--- config.mk ---
export PLATFORM = sky130hd
export DESIGN_NAME = sum_accumulator
export DESIGN_NICKNAME = d
export VERILOG_FILES = /design/src/rtl/sum_accumulator.sv
export SDC_FILE = /design/constraint.sdc
export NUM_CORES = 1
export LEC_CHECK = 0
export CAP_MARGIN = 20
export CORE_ASPECT_RATIO = 2
export CORE_MARGIN = 4
export CORE_UTILIZATION = 35
export DETAILED_ROUTE_END_ITERATION = 8
export PLACE_DENSITY = 0.65
export SYNTH_ARGS = -nofsm -noshare
export SYNTH_HDL_FRONTEND = slang
export SYNTH_SLANG_ARGS = --single-unit
--- constraint.sdc ---
create_clock -name clk -period 9.9 [get_ports clk]
set_clock_uncertainty 0.05 [all_clocks]
set_input_delay 1.98 -clock clk [delete_from_list [all_inputs] [get_ports clk]]
set_output_delay 1.98 -clock clk [all_outputs]
set_load 0.1 [all_outputs]
--- src/rtl/sum_accumulator.sv ---
// Frame accumulator: sums COUNT unsigned samples into a saturating ACC_WIDTH total
// and holds each frame result in a one-entry registered output slot.
module sum_accumulator #(
    parameter int WIDTH     = 40,
    parameter int ACC_WIDTH = 48,
    parameter int COUNT     = 4
) (
    input  logic                 clk,
    input  logic                 rst,
    input  logic                 in_valid,
    output logic                 in_ready,
    input  logic [WIDTH-1:0]     in_data,
    input  logic                 clear,
    output logic                 out_valid,
    input  logic                 out_ready,
    output logic [ACC_WIDTH-1:0] out_data,
    output logic                 out_sat
);
    localparam int            CW   = (COUNT > 1) ? $clog2(COUNT) : 1;
    localparam logic [CW-1:0] LAST = CW'(COUNT - 1);

    logic [ACC_WIDTH-1:0] acc;
    logic [CW-1:0]        cnt;
    logic                 sat;

    logic [ACC_WIDTH:0]   sum;
    logic [ACC_WIDTH-1:0] result;
    logic                 sat_nxt;
    logic                 last;
    logic                 take;

    assign sum     = {1'b0, acc} + {{(ACC_WIDTH + 1 - WIDTH){1'b0}}, in_data};
    assign result  = sum[ACC_WIDTH] ? '1 : sum[ACC_WIDTH-1:0];
    assign sat_nxt = sat | sum[ACC_WIDTH];
    assign last    = (cnt == LAST);

    // Stall only when the frame would complete into an occupied output slot;
    // depends on registered state only, so no path from out_ready or in_valid.
    assign in_ready = !clear && !(last && out_valid);
    assign take     = in_valid && in_ready;

    always_ff @(posedge clk or negedge rst) begin
        if (!rst) begin
            acc <= '0;
            cnt <= '0;
            sat <= 1'b0;
        end else if (clear) begin
            acc <= '0;
            cnt <= '0;
            sat <= 1'b0;
        end else if (take) begin
            if (last) begin
                acc <= '0;
                cnt <= '0;
                sat <= 1'b0;
            end else begin
                acc <= result;
                cnt <= cnt + CW'(1);
                sat <= sat_nxt;
            end
        end
    end

    // A load and a transfer never coincide: take && last implies the slot is empty.
    always_ff @(posedge clk or negedge rst) begin
        if (!rst) begin
            out_valid <= 1'b0;
            out_data  <= '0;
            out_sat   <= 1'b0;
        end else if (take && last) begin
            out_valid <= 1'b1;
            out_data  <= result;
            out_sat   <= sat_nxt;
        end else if (out_valid && out_ready) begin
            out_valid <= 1'b0;
        end
    end
endmodule

Word-level counts from Yosys, hierarchy flattened
Cells that the tools add are included.
Widths: inputs -> output; s select.
- add/subtract/negate cells: 2
- bitwise logic cells: 1
- multiplexer cells: 12
- reductions and logical operators: 9
- eq/ne operators: 1
- operators by type and width (operator ; number):
    $mux 48 ; 4
    $add 48x40->49 ; 1
    $mux 2 ; 3
    $logic_and 1x1->1 ; 5
    $mux 1 ; 5
    $reduce_bool 2->1 ; 2
    $add 2x1->2 const B ; 1
    $eq 2x2->1 const B ; 1
    $logic_not 1->1 ; 2
    $or 1x1->1 ; 1
- bits in registers: 101
- output and inout bits: 51
- input bits: 45

Longest topological paths before layout
- depth after elaboration: 7
- gate-level depth with buffers: 12

Worst setup path before layout
OpenSTA, ideal clock, no wires.
- path kind: input to output
- start: input port clear
- end: output port in_ready
- arrival: 3.441 ns
- setup slack: 4.429 ns
- required time: 7.870 ns
- stages on the path: 1
- path buffers: 0
- cell sequence: a21oi_1
- cells in the longest elaborated chain, start to end: 2
- RTL lines (item ; line ; text):
    start, declared ; 13 ; input logic clear,
    $logic_not 1->1 ; 39 ; assign in_ready = !clear && !(last && out_valid);
    $logic_and 1x1->1 ; 39 ;
    end, declared ; 11 ; output logic in_ready,
Every way passes these cells.

Worst setup path after layout
Ends and elaborated chain as after synthesis.

==> impl_metrics.csv <==
group,metric,value,unit
outcome,status,"completed",
grt,antenna_found_initial,0,
route,ant_nets,0,
timing,layout_min_cycle_time,5.92,ns
timing,timing.final.crit_share,59.8,%
clock_network,post_cts_resized,0,
power,clkPwrFrac,21.9,%
synth,synth-main-ff-cell,"dfrtp_1",
place,place.gp.congestion,0.902,
clock_network,cts_setup_buffers,0,
layout,final_area,7880,µm²
synth,yosysWarnings,0,
synth,synthesis.area,6440,µm²
power,power_density,223,nW/µm²
synth,synth_commonest_cells,"124 x nand2_1, 120 x o21ai_0, 101 x dfrtp_1",
timing,fin_tns_setup,0,ns
critical_path,worstSetupPathType,"primary input to output port",
place,hpwl,13700,µm
grt,track_usage,18.0,%
floorplanning,initial_core_util,35.9,%
critical_path,crit_fanout,8,
critical_path,crit_top_cell,"clkdlybuf4s50_1",
critical_path,start_kind,"primary input",
synth,ys_seq_area_share,39.3,%
layout,antenna_cells,0,
clock_network,tritoncts,"built",
grt,grt_overflow_total,0,
grt,grt_first_pass_wirelength,30000,µm
floorplanning,std_cell_rows,69,
route,post-route-drc-count,0,
synth,ys_async_sr_fraction,100,%
place,dpl_cell_area,7530,µm²
timing,max_freq,169,MHz
layout,drive_gt1_share,3.73,%
synth,avgSynthCellArea,8.21,µm²
route,dr.first_iter.drc_count,201,
floorplanning,ios,96,
power,vdd_drop_max,0.115,mV
clock_network,cts_buffers,9,
grt,grt_pass1_vias,5983,
timing,max_slew_margin,31.4,%
synth,synth-seq-cells,101,
timing,slew_violations,0,
power,switching_share,46.0,%
critical_path,worstPathArrival,3.89,ns
power,p_switching,0.000809,W
clock_network,clkLatencyLatePin,0.36,ns
route,wire_per_inst,17.2,µm
critical_path,worstReg2RegStart,"acc[0]$_DFFE_PN0P_",
clock_network,cts-root-buf,"clkbuf_16",
synth,synth_most_common_cell,"nand2_1",
layout,synthToLayoutAreaGrowth,22.3,%
synth,yosysUniqueCellTypes,55,
clock_network,cts_hold_buf,0,
hold_path,min_from,"out_data[35]$_DFFE_PN0P_",
route,num_vias,5778,
floorplanning,die_area,20800,µm²
clock_network,path_clk_slew,0.07,ns
synth,synth_top_area_cell,"dfrtp_1",
floorplanning,core,18000,µm²
clock_network,cts_buffer_depth,2,
power,power_frac_comb,48.6,%
route,routed_via_density,5.39,
clock_network,ctsHtreeMaxLevel,3,
critical_path,cp_slowest_cell,"clkdlybuf4s50_1",
place,io_buffers,95,
synth,synth-edff-count,0,
synth,syn_inst,784,
critical_path,path_cells,"clkdlybuf4s50_1 -> a21oi_1 -> clkdlybuf4s50_1",
run,maxCapViolCount,0,
floorplanning,die_h,200,µm
timing,worstMarginPinSlew,1.03,ns
synth,syn-num-nets,871,
power,p_seq_share,29.6,%
clock_network,clock-sinks,101,
layout,nFillCells,1821,
critical_path,max_stage_delay,1.15,ns
timing,hold_viol,0,
hold_path,hold_class,"register to register",
timing,setup_viol,0,
critical_path,crit_start,"clear",
power,leakagePower,3.48,nW
synth,synthTopCellsByArea,"dfrtp_1 39%, o21ai_0 9.3%, ha_1 8.0%",
critical_path,crit_required,7.87,ns
power,p_int,0.000950,W
grt,grt_max_degree,82,
floorplanning,fp.dieW,104,µm
synth,synth_top_area_share,39.3,%
layout,fin_nets,941,
route,first_pass_iters,4,
critical_path,cp-end-kind,"output port",
timing,rsz0062_at_grt,"no",
route,routed_wl,18400,µm
placed cells by master, fill, tap and decap left out, drive strengths merged, types with 6 or more instances in the layout:
master         count
nand2b             6
nand2            124
dfrtp            101
xor2              22
and2               7
nor3               7
nand4             14
a31oi             16
o211ai             7
nand3             14
clkbuf            11
buf                7
and3               6
nor2              77
a21oi             67
a21o              20
o31ai              7
o311ai             6
a211oi             7
inv               16
clkdlybuf4s50     94
xnor2             17
o21ai            122
ha                41
power groups by stage:
stage	Clock (W)	Combinational (W)	Sequential, W
5_1_grt	0.000408	0.000920	0.000530
4_1_cts	0.000396	0.000857	0.000522
2_1_floorplan	0	0.000333	0.000829
3_5_place_dp	0	0.000853	0.000530
6_report	0.000385	0.000854	0.000521
3_3_place_gp	0	0.000850	0.000527
area by class of cell:
type	count	area (µm²)	area share (%)
clock buffers	11	243	3.08
clock inverters	4	72.6	0.921
inverters	16	60.1	0.763
multi-input cells	625	3690	46.9
flip-flops and latches	101	2530	32.1
well taps	213	267	3.38
repair buffers	101	1010	12.9
critical path: cells and delay by family:
family	cells	cell delay, ns
buf+inv	2	1.72
compound gates	1	0.19
flip-flops by register name (all words and copies together), names as in the netlist:
| signal | count |
|---|---|
| sat | 1 |
| cnt | 2 |
| out_valid | 1 |
| out_data | 48 |
| acc | 48 |
| out_sat | 1 |
path summary, 6_finish.rpt:
check | to | slack, ns | cells after the start
hold / removal | out_data[35]$_DFFE_PN0P_ | 0.43 | 2
hold reg to reg | out_data[35]$_DFFE_PN0P_ | 0.43 | 2
min in group asynchronous | out_data[9]$_DFFE_PN0P_ | 1.60 | 1
setup / recovery | in_ready | 3.98 | 3
max in group asynchronous | out_data[26]$_DFFE_PN0P_ | 7.06 | 2
setup reg to reg | out_data[47]$_DFFE_PN0P_ | 6.23 | 11
per-stage QoR:
step / setup slack [ns] / power [W] / util [%] / instances / hold slack [ns]
2_1_floorplan: 4.43 / 0.00116 / - / 784 / 0.404
3_3_place_gp: 3.99 / 0.00138 / 42.0 / 1055 / 0.411
3_5_place_dp: 3.98 / 0.00138 / 42.0 / 1055 / 0.423
4_1_cts: 3.97 / 0.00177 / 43.7 / 1070 / 0.438
5_1_grt: 3.89 / 0.00186 / 43.9 / 1071 / 0.459
6_report: 3.98 / 0.00176 / 43.9 / 1071 / 0.429
cell families after synthesis:
| logic type | synth area share, % |
|---|---|
| simple gates | 18.4 |
| fa+ha+maj | 8.28 |
| compound gates | 25.0 |
| flops | 39.3 |
| buf+inv | 3.67 |
| mux | 0.155 |
| xor+xnor | 5.30 |
metal layers:
metal	track usage [%]	wire, µm
met4	8.83	671
met2	35.1	10200
met3	2.74	632
met5	0	0
met1	18.6	6980
(Power assumes the default switching activity.)
